### src/rtl/dcache_miss_controller.sv
// Direct-mapped D-cache miss sequencer: zero-latency read hits, blocking read refill,
// write-through with allocate. Define DCACHE_PERF_CNT_EN to add saturating hit/miss/write counters.
module dcache_miss_controller #(
  parameter int DATA_WIDTH = 32
`ifdef DCACHE_PERF_CNT_EN
  ,
  parameter int CNT_WIDTH  = 32
`endif
) (
  input  logic                  clk,
  input  logic                  rst,
  input  logic                  MemReadM,
  input  logic                  MemWriteM,
  input  logic [31:0]           ALUResultM,
  input  logic [DATA_WIDTH-1:0] WriteDataM,
  output logic [DATA_WIDTH-1:0] ReadDataM,
  output logic                  StallM,
  input  logic                  CacheHit,
  input  logic [DATA_WIDTH-1:0] CacheData,
  output logic                  CacheFill,
  output logic [31:0]           CacheFillAddr,
  output logic [DATA_WIDTH-1:0] CacheFillData,
  output logic                  mem_req,
  output logic                  mem_we,
  output logic [31:0]           mem_addr,
  output logic [DATA_WIDTH-1:0] mem_wdata,
  input  logic                  mem_ack,
  input  logic [DATA_WIDTH-1:0] mem_rdata
`ifdef DCACHE_PERF_CNT_EN
  ,
  output logic [CNT_WIDTH-1:0]  hit_cnt,
  output logic [CNT_WIDTH-1:0]  miss_cnt,
  output logic [CNT_WIDTH-1:0]  wr_cnt
`endif
);

  typedef enum logic [1:0] {
    IDLE   = 2'd0,
    RD_REQ = 2'd1,
    FILL   = 2'd2,
    WR_REQ = 2'd3
  } state_t;

  state_t                r_state;
  state_t                w_next_state;
  logic [29:0]           r_addr;
  logic [DATA_WIDTH-1:0] r_wdata;
  logic [DATA_WIDTH-1:0] r_rbuf;

  logic w_wr_start;
  logic w_rd_hit;
  logic w_rd_miss;
  logic w_unused_addr_bits;

  // Reset gates the IDLE decode so the pipeline is released while rst is held.
  assign w_wr_start = !rst && MemWriteM;
  assign w_rd_hit   = !rst && !MemWriteM && MemReadM && CacheHit;
  assign w_rd_miss  = !rst && !MemWriteM && MemReadM && !CacheHit;

  assign w_unused_addr_bits = ^ALUResultM[1:0];

  // NOTE: clocked state uses non-blocking assignments so every flop samples pre-edge values.
  always_ff @(posedge clk or posedge rst) begin
    if (rst) r_state <= IDLE;
    else     r_state <= w_next_state;
  end

  always_ff @(posedge clk or posedge rst) begin
    if (rst) begin
      r_addr  <= '0;
      r_wdata <= '0;
      r_rbuf  <= '0;
    end else begin
      if (r_state == IDLE && (w_wr_start || w_rd_miss)) r_addr <= ALUResultM[31:2];
      if (r_state == IDLE && w_wr_start)                r_wdata <= WriteDataM;
      if (r_state == RD_REQ && mem_ack)                 r_rbuf <= mem_rdata;
    end
  end

  always_comb begin
    w_next_state = r_state;
    case (r_state)
      IDLE: begin
        if (w_wr_start)     w_next_state = WR_REQ;
        else if (w_rd_miss) w_next_state = RD_REQ;
      end
      RD_REQ:  if (mem_ack) w_next_state = FILL;
      FILL:    w_next_state = IDLE;
      WR_REQ:  if (mem_ack) w_next_state = IDLE;
      default: w_next_state = IDLE;
    endcase
  end

  // NOTE: every output gets a default before the case, so no path can infer a latch.
  always_comb begin
    StallM        = 1'b0;
    mem_req       = 1'b0;
    mem_we        = 1'b0;
    CacheFill     = 1'b0;
    ReadDataM     = '0;
    CacheFillData = r_rbuf;
    case (r_state)
      IDLE: begin
        StallM = w_wr_start || w_rd_miss;
        if (w_rd_hit) ReadDataM = CacheData;
      end
      RD_REQ: begin
        mem_req = 1'b1;
        StallM  = 1'b1;
      end
      FILL: begin
        CacheFill = 1'b1;
        ReadDataM = r_rbuf;
      end
      WR_REQ: begin
        mem_req       = 1'b1;
        mem_we        = 1'b1;
        StallM        = !mem_ack;
        CacheFill     = mem_ack;
        CacheFillData = r_wdata;
      end
      default: ;
    endcase
  end

  assign mem_addr      = {r_addr, 2'b00};
  assign CacheFillAddr = {r_addr, 2'b00};
  assign mem_wdata     = r_wdata;

`ifdef DCACHE_PERF_CNT_EN
  logic [CNT_WIDTH-1:0] r_hit_cnt;
  logic [CNT_WIDTH-1:0] r_miss_cnt;
  logic [CNT_WIDTH-1:0] r_wr_cnt;

  function automatic logic [CNT_WIDTH-1:0] sat_inc(input logic [CNT_WIDTH-1:0] v);
    return (&v) ? v : v + CNT_WIDTH'(1);
  endfunction

  always_ff @(posedge clk or posedge rst) begin
    if (rst) begin
      r_hit_cnt  <= '0;
      r_miss_cnt <= '0;
      r_wr_cnt   <= '0;
    end else begin
      if (r_state == IDLE && w_rd_hit)  r_hit_cnt  <= sat_inc(r_hit_cnt);
      if (r_state == FILL)              r_miss_cnt <= sat_inc(r_miss_cnt);
      if (r_state == WR_REQ && mem_ack) r_wr_cnt   <= sat_inc(r_wr_cnt);
    end
  end

  assign hit_cnt  = r_hit_cnt;
  assign miss_cnt = r_miss_cnt;
  assign wr_cnt   = r_wr_cnt;
`endif

endmodule
### config.mk
export PLATFORM = sky130hd
export DESIGN_NAME = dcache_miss_controller
export DESIGN_NICKNAME = d
export VERILOG_FILES = /design/src/rtl/dcache_miss_controller.sv
export SDC_FILE = /design/constraint.sdc
export NUM_CORES = 1
export LEC_CHECK = 0
export BUFFER_PORTS_ARGS = -buffer_cell sky130_fd_sc_hd__clkbuf_2
export CORE_AREA = 2 2 116 118
export DETAILED_ROUTE_END_ITERATION = 10
export DIE_AREA = 0 0 118 120
export PLACE_DENSITY = 0.73
export SYNTH_ARGS = -nofsm -noshare
export SYNTH_HDL_FRONTEND = slang
export SYNTH_SLANG_ARGS = --single-unit
### constraint.sdc
create_clock -name clk -period 11.42 [get_ports clk]
set_clock_uncertainty 0.2 [all_clocks]
set_input_delay 2.284 -clock clk [delete_from_list [all_inputs] [get_ports clk]]
set_output_delay 2.284 -clock clk [all_outputs]
set_load 0.02 [all_outputs]
==> impl_metrics.json, run 1 <==
{
  "outcome": "complete, no violations",
  "vias_per_cell": 4.70,
  "post-cts-setup-buffer-count": 0,
  "wl_per_cell_microns": 16.1,
  "netlist_top_cells_count": "mux2_2, dfrtp_1, buf_4",
  "grt_max_degree": 54,
  "rsz0062_at_grt": "no",
  "yosysMostFrequentCell": "mux2_2",
  "grt-ovfl-total": 0,
  "cp_slowest_cell": "buf_4",
  "worstPathRequired_ns": 8.94,
  "setup-violations-final": 0,
  "crit_type": "primary input to primary output",
  "cap_violations": 0,
  "finalHoldViolations": 0,
  "htree_levels": 3,
  "clkSlewWorstSetupHoldPaths_ns": 0.06,
  "ys_seq_elements": 96,
  "ys.flop_type": "dfrtp_1",
  "cts_resized": 0,
  "regArea_sq_um": 2400,
  "hold_path.class": "flop to flop",
  "fill_cells": 1196,
  "yosys_warnings": 0,
  "drtPass1Iterations": 4,
  "syn_avg_cell_area_sq_um": 14.5,
  "fin_crit_ns": 6.06,
  "cts_tree": "built",
  "ys_types": 24,
  "syn_inst": 330,
  "crit_arrival_ns": 3.57,
  "power.internal_mw": 1.10,
  "initial_core_util_pct": 37.0,
  "hold_buffers": 0,
  "pwr-share-seq_pct": 34.2,
  "die_w_microns": 118,
  "p_leak_nw": 3.31,
  "synth_area_sq_um": 4800,
  "antennaDiodeCount": 0,
  "coreArea_sq_um": 13000,
  "port_buffers": 291,
  "drtIter0Drc": 116,
  "yosys.area.top_type": "dfrtp_1",
  "crit_chain": "clkbuf_2 -> nor3_2 -> and4b_1 -> buf_4 -> a22o_1 -> clkbuf_2",
  "max-vdd-ir-drop_uv": 133,
  "p_switching_mw": 0.831,
  "cts.path.max_buffers": 2,
  "multiInputGateArea_sq_um": 1930,
  "synth_top_area_share_pct": 50.1,
  "final_util_pct": 48.8,
  "crit_path_frequent_cell": "clkbuf_2",
  "die_h_microns": 120,
  "row_count": 42,
  "clock.fmax_mhz": 165,
  "p_comb_share_pct": 51.4,
  "gp_congestion": 0.794,
  "antenna_found_initial": 0,
  "grt_pass1_wl_microns": 19100,
  "dieArea_sq_um": 14200,
  "finalMaxSlewViolations": 0,
  "num_io_pins": 298,
  "powerDensity_nw_per_um2": 304,
  "grt.total_usage_pct": 17.2,
  "clock_sinks": 96,
  "finalWirelength_microns": 12300,
  "timing.final.crit_share_pct": 53.0,
  "tns_ns": 0,
  "pwr-share-clk_pct": 14.4,
  "nNetsFinal": 717,
  "rrSetupSlack_ns": 9.30,
  "slew_headroom_pct": 40.4,
  "clk_latency_ns": 0.34,
  "start_kind": "primary input",
  "drc": 0,
  "tightest_slew_ns": 0.891,
  "root_buffer": "clkbuf_16",
  "cts_made_buffers": 9,
  "critPathMaxStageDelay_ns": 0.37,
  "async_flop_share_pct": 100,
  "vias": 3589,
  "synth_edf_count": 0,
  "place_hpwl_microns": 9150,
  "grt_pass1_vias": 3595,
  "critPathCaptureType": "primary output",
  "synthTopCellsByArea": "dfrtp_1, mux2_2, mux2_4",
  "drtAntennaViolNets": 0,
  "yosysSeqAreaShare_pct": 50.1,
  "crit_fanout": 32,
  "area_delta_synth_final_pct": 31.9,
  "drive_gt1_share_pct": 74.8,
  "sw_frac_of_total_pct": 43.1
}
[power by group through the flow]
stage | clock (mW) | sequential, mW | combinational (mW)
after detailed placement | 0 | 0.661 | 0.999
after CTS | 0.285 | 0.658 | 1.00
after floorplan | 0 | 0.756 | 0.631
final | 0.277 | 0.659 | 0.991
after global placement | 0 | 0.647 | 0.989
after global routing | 0.301 | 0.683 | 1.05
[registers in the layout, indices dropped and copies added, names as in the netlist]
register and flops:
mem_wdata 32, r_addr 30, r_rbuf 32, r_state 2
[cells in the final DEF (no fill, tap or decap)]
| cell type | n |
|---|---|
| clkbuf_2 | 291 |
| mux2_2 | 97 |
| dfrtp_1 | 96 |
| a22o_1 | 32 |
| mux2_4 | 29 |
| clkbuf_16 | 9 |
| buf_4 | 5 |
| conb_1 | 4 |
| clkbuf_1 | 4 |
| inv_1 | 2 |
| clkinvlp_4 | 2 |
| nand3b_1 | 1 |
| nor3_2 | 1 |
| and2_4 | 1 |
| nor2b_1 | 1 |
| o21ai_2 | 1 |
| nor2b_2 | 1 |
| and4b_1 | 1 |
| nand2_2 | 1 |
| inv_4 | 1 |
| o21ai_0 | 1 |
| nand2b_1 | 1 |
| and2_1 | 1 |
| a21oi_1 | 1 |
| xor2_1 | 1 |
| a21o_1 | 1 |
| nand2_1 | 1 |
| clkbuf_8 | 1 |
[worst max-delay path, delay by kind of cell]
family | cells | cell delay [ns]
AND/OR/NAND/NOR | 2 | 0.42
AO/OA/AOI/OAI | 1 | 0.20
buffers and inverters | 3 | 0.65
[routing by layer]
layer	GRT usage, %	routed length (microns)	vias up
met1	21.1	4980	1758
met4	5.80	161	0
met5	0	0	-
met2	29.4	6170	173
met3	4.42	958	11
li1	-	-	1647
[final cells by class]
| cell class | instances | area share [%] |
|---|---|---|
| sequential | 96 | 37.9 |
| multi-input combinational | 177 | 30.5 |
| inverter | 3 | 0.217 |
| clock buffer | 14 | 4.01 |
| timing repair buffer | 296 | 23.6 |
| tap | 176 | 3.48 |
| clock inverter | 2 | 0.237 |
[path summary, 6_finish.rpt]
kind,start,endpoint,cells after the start
hold reg to reg,r_addr[17],r_addr[17],1
min in group asynchronous,rst,r_state[1],2
setup reg to reg,r_state[0],mem_wdata[31],3
setup / recovery,rst,ReadDataM[22],6
hold / removal,r_addr[17],r_addr[17],1
max in group asynchronous,rst,mem_wdata[4],3
[stage by stage]
step	instances	setup slack [ns]	total power, mW	instance area (sq um)	hold slack, ns
after CTS	764	5.36	1.94	6330	0.336
after global placement	748	5.41	1.64	6060	0.311
after global routing	764	5.26	2.03	6330	0.357
after detailed placement	748	5.36	1.66	6060	0.321
after floorplan	333	3.88	1.39	4810	0.297
final	764	5.36	1.93	6330	0.336
[kinds of logic after synthesis]
family          share of synthesized area (%)
mux                                      31.8
flops                                    50.1
buf+inv                                  10.0
compound gates                           6.39
simple gates                             1.43
xor+xnor                                0.183
other cells                            0.0781
Power figures use the tool's default switching activity.
==> run 2: changes to the inputs <==
==> constraint.sdc (replaced) <==
create_clock -name clk -period 5.8 [get_ports clk]
set_clock_uncertainty 0.2 [all_clocks]
set_input_delay 1.16 -clock clk [delete_from_list [all_inputs] [get_ports clk]]
set_output_delay 1.16 -clock clk [all_outputs]
set_load 0.02 [all_outputs]
==> run 2 against run 1 <==
Effect of this change:
- worst hold slack lost 0.0014 ns
- design area increased by 0.55%
- total power increased by 100%
- core utilization is 0.27 points higher
- first-iteration DRC count down 9.5%
- sequential power up 96%
- sequential share of layout area is 0.21 points lower
- register-to-register slack worse by 5.6 ns
- die area stayed put
- critical path type unchanged
- critical endpoint unchanged
==> impl_metrics.json, run 2 (synthesis gave the netlist of run 1 again) <==
{
  "outcome": "complete, no violations",
  "cts_made_buffers": 9,
  "wl_per_cell_microns": 15.8,
  "drtAntennaViolNets": 0,
  "die_h_microns": 120,
  "finalHoldViolations": 0,
  "finalMaxSlewViolations": 0,
  "crit_type": "primary input to primary output",
  "antenna_found_initial": 0,
  "clock_sinks": 96,
  "vias_per_cell": 4.68,
  "sw_frac_of_total_pct": 42.2,
  "finalWirelength_microns": 12000,
  "startpoint": "rst",
  "drtPass1Iterations": 4,
  "crit_chain": "clkbuf_2 -> nor3_2 -> and4b_1 -> buf_4 -> a22o_1 -> clkbuf_2",
  "power.internal_mw": 2.23,
  "place_hpwl_microns": 9070,
  "hold_buffers": 0,
  "num_io_pins": 298,
  "coreArea_sq_um": 13000,
  "critPathCaptureType": "primary output",
  "powerDensity_nw_per_um2": 606,
  "crit_fanout": 32,
  "rsz0062_at_grt": "no",
  "mostFrequentLayoutCell": "clkbuf_2",
  "vias": 3571,
  "cts.path.max_buffers": 2,
  "dieArea_sq_um": 14200,
  "drtIter0Drc": 105,
  "worstPathRequired_ns": 4.44,
  "clock.fmax_mhz": 262,
  "slew_headroom_pct": 42.6,
  "cts_resized": 0,
  "port_buffers": 291,
  "start_kind": "primary input",
  "clk_latency_ns": 0.33,
  "final_util_pct": 49.0,
  "grt_pass1_wl_microns": 18900,
  "mostFrequentLayoutCells": "clkbuf_2, mux2_2, dfrtp_1",
  "grt.total_usage_pct": 16.9,
  "crit_arrival_ns": 2.46,
  "crit_path_frequent_cell": "clkbuf_2",
  "fin_crit_ns": 3.82,
  "antennaDiodeCount": 0,
  "finalPower_mw": 3.86,
  "max-vdd-ir-drop_uv": 312,
  "setup_ws_ns": 1.98,
  "tns_ns": 0,
  "cp_slowest_cell": "buf_4",
  "pwr-share-seq_pct": 33.5,
  "post-cts-setup-buffer-count": 0,
  "htree_levels": 3,
  "hold_path.class": "flop to flop",
  "critPathMaxStageDelay_ns": 0.37,
  "rr_startpoint": "r_state[0]",
  "p_comb_share_pct": 50.5,
  "root_buffer": "clkbuf_16",
  "timing.final.crit_share_pct": 65.8,
  "tightest_slew_ns": 0.858,
  "cts_tree": "built",
  "drive_gt1_share_pct": 75.0,
  "p_switching_mw": 1.63,
  "gp_congestion": 0.793,
  "grt_max_degree": 54,
  "die_w_microns": 118,
  "cap_violations": 0,
  "grt_pass1_vias": 3700,
  "nNetsFinal": 717,
  "placed_area_sq_um": 6060,
  "area_delta_synth_final_pct": 32.6,
  "setup-violations-final": 0,
  "row_count": 42,
  "stdcell_area_sq_um": 6370,
  "p_leak_nw": 3.33,
  "drc": 0,
  "clkSlewWorstSetupHoldPaths_ns": 0.06,
  "grt-ovfl-total": 0,
  "hp-start": "r_addr[17]",
  "pwr-share-clk_pct": 15.9,
  "pre_cts_slack_ns": 1.99,
  "initial_core_util_pct": 37.0
}
## run 2: cell count changes in the layout (fill, tap and decap cells not counted)
cell | before | now
bufinv_16 | 0 | 2
clkbuf_1 | 4 | 3
clkbuf_8 | 1 | 0
clkinvlp_4 | 2 | 1
## run 2: cell type report
cell class | instances | area, sq um
sequential | 96 | 2400
fill | 1204 | 6610
clock buffer | 12 | 236
multi-input combinational | 177 | 1930
timing repair buffer | 296 | 1490
clock inverter | 3 | 67.6
inverter | 3 | 13.8
tap | 176 | 220
## run 2: path summary, 6_finish.rpt
path	end	slack, ns	cells after the start
max in group asynchronous	r_rbuf[4]	3.64	3
min in group asynchronous	r_state[1]	0.72	2
setup reg to reg	r_rbuf[29]	3.68	3
hold reg to reg	r_addr[17]	0.33	1
setup / recovery	ReadDataM[22]	1.98	6
hold / removal	r_addr[17]	0.33	1
## run 2: worst max-delay path: cells and delay by family
family                 cells  cell delay (ns)
buffers and inverters      3             0.65
AND/OR/NAND/NOR            2             0.42
AO/OA/AOI/OAI              1             0.21
## run 2: per-stage QoR
step / instances / hold slack [ns]
3_3_place_gp: 748 / 0.311
2_1_floorplan: 333 / 0.297
5_1_grt: 763 / 0.354
3_5_place_dp: 748 / 0.319
4_1_cts: 763 / 0.333
6_report: 763 / 0.334
## run 2: power groups by stage
stage	clock, mW	sequential, mW	combinational (mW)
finish	0.614	1.29	1.95
global route	0.666	1.34	2.06
CTS	0.635	1.29	1.97
detailed placement	0	1.30	1.97
global placement	0	1.27	1.95
floorplan	0	1.49	1.24
## run 2: metal layers
layer / wire length, microns / global-route usage (%) / up-vias
li1: - / - / 1650
met1: 5070 / 20.8 / 1732
met2: 6010 / 28.9 / 172
met3: 748 / 4.09 / 17
met4: 221 / 6.40 / 0
met5: 0 / 0 / -
==> run 3: changes to the inputs <==
==> constraint.sdc (replaced) <==
create_clock -name clk -period 3.6 [get_ports clk]
set_clock_uncertainty 0.2 [all_clocks]
set_input_delay 0.72 -clock clk [delete_from_list [all_inputs] [get_ports clk]]
set_output_delay 0.72 -clock clk [all_outputs]
set_load 0.02 [all_outputs]
==> run 3 against run 2 <==
Effect of this change:
- cell count up 0.39%
- sequential share of layout area down 0.16 points
- global-route usage up 0.46 points
- non-clock buffer count up 4
- setup slack worse by 1.4 ns
- core utilization up 0.20 points
- count of clock-buffer cells in the layout down 1
- total power up 60%
- sequential power up 61%
- register-to-register slack worse by 2.2 ns
- critical endpoint is now ReadDataM[29]
- largest cell class unchanged
==> impl_metrics.json, run 3 (synthesis gave the netlist of run 1 again) <==
{
  "outcome": "complete, no violations",
  "clkSlewWorstSetupHoldPaths_ns": 0.06,
  "row_count": 42,
  "cap_violations": 0,
  "drive_gt1_share_pct": 75.4,
  "vias": 3619,
  "clk_latency_ns": 0.33,
  "cts_tree": "built",
  "drc": 0,
  "startpoint": "r_state[0]",
  "vias_per_cell": 4.72,
  "cts.path.max_buffers": 2,
  "tns_ns": 0,
  "p_comb_share_pct": 51.1,
  "post-cts-setup-buffer-count": 0,
  "pwr-share-seq_pct": 33.7,
  "drtPass1Iterations": 4,
  "place_hpwl_microns": 9380,
  "grt_pass1_wl_microns": 19300,
  "finalHoldViolations": 0,
  "finalMaxSlewViolations": 0,
  "stdcell_area_sq_um": 6390,
  "gp_congestion": 0.825,
  "pwr-share-clk_pct": 15.2,
  "initial_core_util_pct": 37.0,
  "port_buffers": 291,
  "hold_buffers": 0,
  "worstPathRequired_ns": 2.68,
  "pre_cts_slack_ns": 0.626,
  "mostFrequentLayoutCell": "clkbuf_2",
  "cts_resized": 0,
  "tightest_slew_ns": 0.782,
  "die_w_microns": 118,
  "drtAntennaViolNets": 0,
  "hold_path.class": "primary input to asynchronous set/reset pin",
  "drtIter0Drc": 55,
  "powerDensity_nw_per_um2": 967,
  "setup_ws_ns": 0.566,
  "setup-violations-final": 0,
  "fin_crit_ns": 3.03,
  "coreArea_sq_um": 13000,
  "p_leak_nw": 3.35,
  "power.internal_mw": 3.55,
  "crit_arrival_ns": 2.11,
  "rsz0062_at_grt": "no",
  "clock.fmax_mhz": 330,
  "crit_chain": "nor3_2 -> and4b_1 -> buf_4 -> a22o_1 -> clkbuf_2",
  "rr_startpoint": "r_state[0]",
  "placed_area_sq_um": 6110,
  "timing.final.crit_share_pct": 84.3,
  "finalWirelength_microns": 12400,
  "grt.total_usage_pct": 17.4,
  "p_switching_mw": 2.63,
  "critPathTopFamily": "buffers and inverters",
  "antennaDiodeCount": 0,
  "nNetsFinal": 721,
  "start_kind": "flop",
  "slew_headroom_pct": 47.9,
  "antenna_found_initial": 0,
  "area_delta_synth_final_pct": 33.2,
  "cp_slowest_cell": "dfrtp_1",
  "sw_frac_of_total_pct": 42.6,
  "critPathCaptureType": "primary output",
  "dieArea_sq_um": 14200,
  "cts_made_buffers": 9,
  "wl_per_cell_microns": 16.2,
  "crit_fanout": 32,
  "grt-ovfl-total": 0,
  "grt_pass1_vias": 3710,
  "root_buffer": "clkbuf_16",
  "grt_max_degree": 64,
  "cp.buffers_inverters": 2,
  "critPathMaxStageDelay_ns": 0.48,
  "htree_levels": 3,
  "die_h_microns": 120,
  "clock_sinks": 96,
  "max-vdd-ir-drop_uv": 405,
  "num_io_pins": 298,
  "crit_type": "flop to primary output",
  "mostFrequentLayoutCells": "clkbuf_2, mux2_2, dfrtp_1"
}
-- run 3: worst reg2reg max path, cell delays in order (launching register included) --
cell and delay, ns:
dfrtp_1 0.48, nor3_2 0.29, and2_4 0.62, mux2_2 0.41
-- run 3: stage by stage --
stage | util [%] | power, mW | hold WS (ns) | std cells
6_report | 49.2 | 6.18 | 0.316 | 766
5_1_grt | 49.2 | 6.51 | 0.356 | 766
4_1_cts | 49.2 | 6.25 | 0.322 | 766
3_5_place_dp | 47.0 | 5.28 | 0.323 | 752
3_3_place_gp | 47.0 | 5.21 | 0.313 | 752
2_1_floorplan | - | 4.40 | 0.297 | 333
-- run 3: final timing paths --
path	end	slack, ns	cells after the start
worst min register to register	r_addr[24]	0.33	1
worst max register to register	mem_wdata[30]	1.49	3
max in group asynchronous	mem_wdata[29]	1.73	4
worst min-delay path	r_state[0]	0.32	3
worst max-delay path	ReadDataM[29]	0.57	5
min in group clk	r_addr[24]	0.33	1
-- run 3: layout make-up --
type / count / area [sq um]
clock buffers: 11 / 243
clock inverters: 3 / 43.8
fillers: 1182 / 6590
inverters: 3 / 15.0
multi-input cells: 177 / 1930
flip-flops and latches: 96 / 2400
well taps: 176 / 220
repair buffers: 300 / 1540
-- run 3: power groups by stage --
stage	logic, mW	registers [mW]	clock network, mW
4_1_cts	3.20	2.08	0.968
3_5_place_dp	3.19	2.10	0
5_1_grt	3.34	2.16	1.01
2_1_floorplan	2.00	2.40	0
6_report	3.16	2.08	0.937
3_3_place_gp	3.16	2.05	0
-- run 3: layer usage --
layer	track usage (%)	part of all wire (%)	vias to the layer above
li1	-	-	1661
met1	20.3	40	1789
met2	30.5	51	154
met3	4.56	6.8	15
met4	6.78	1.8	0
met5	0	0	-
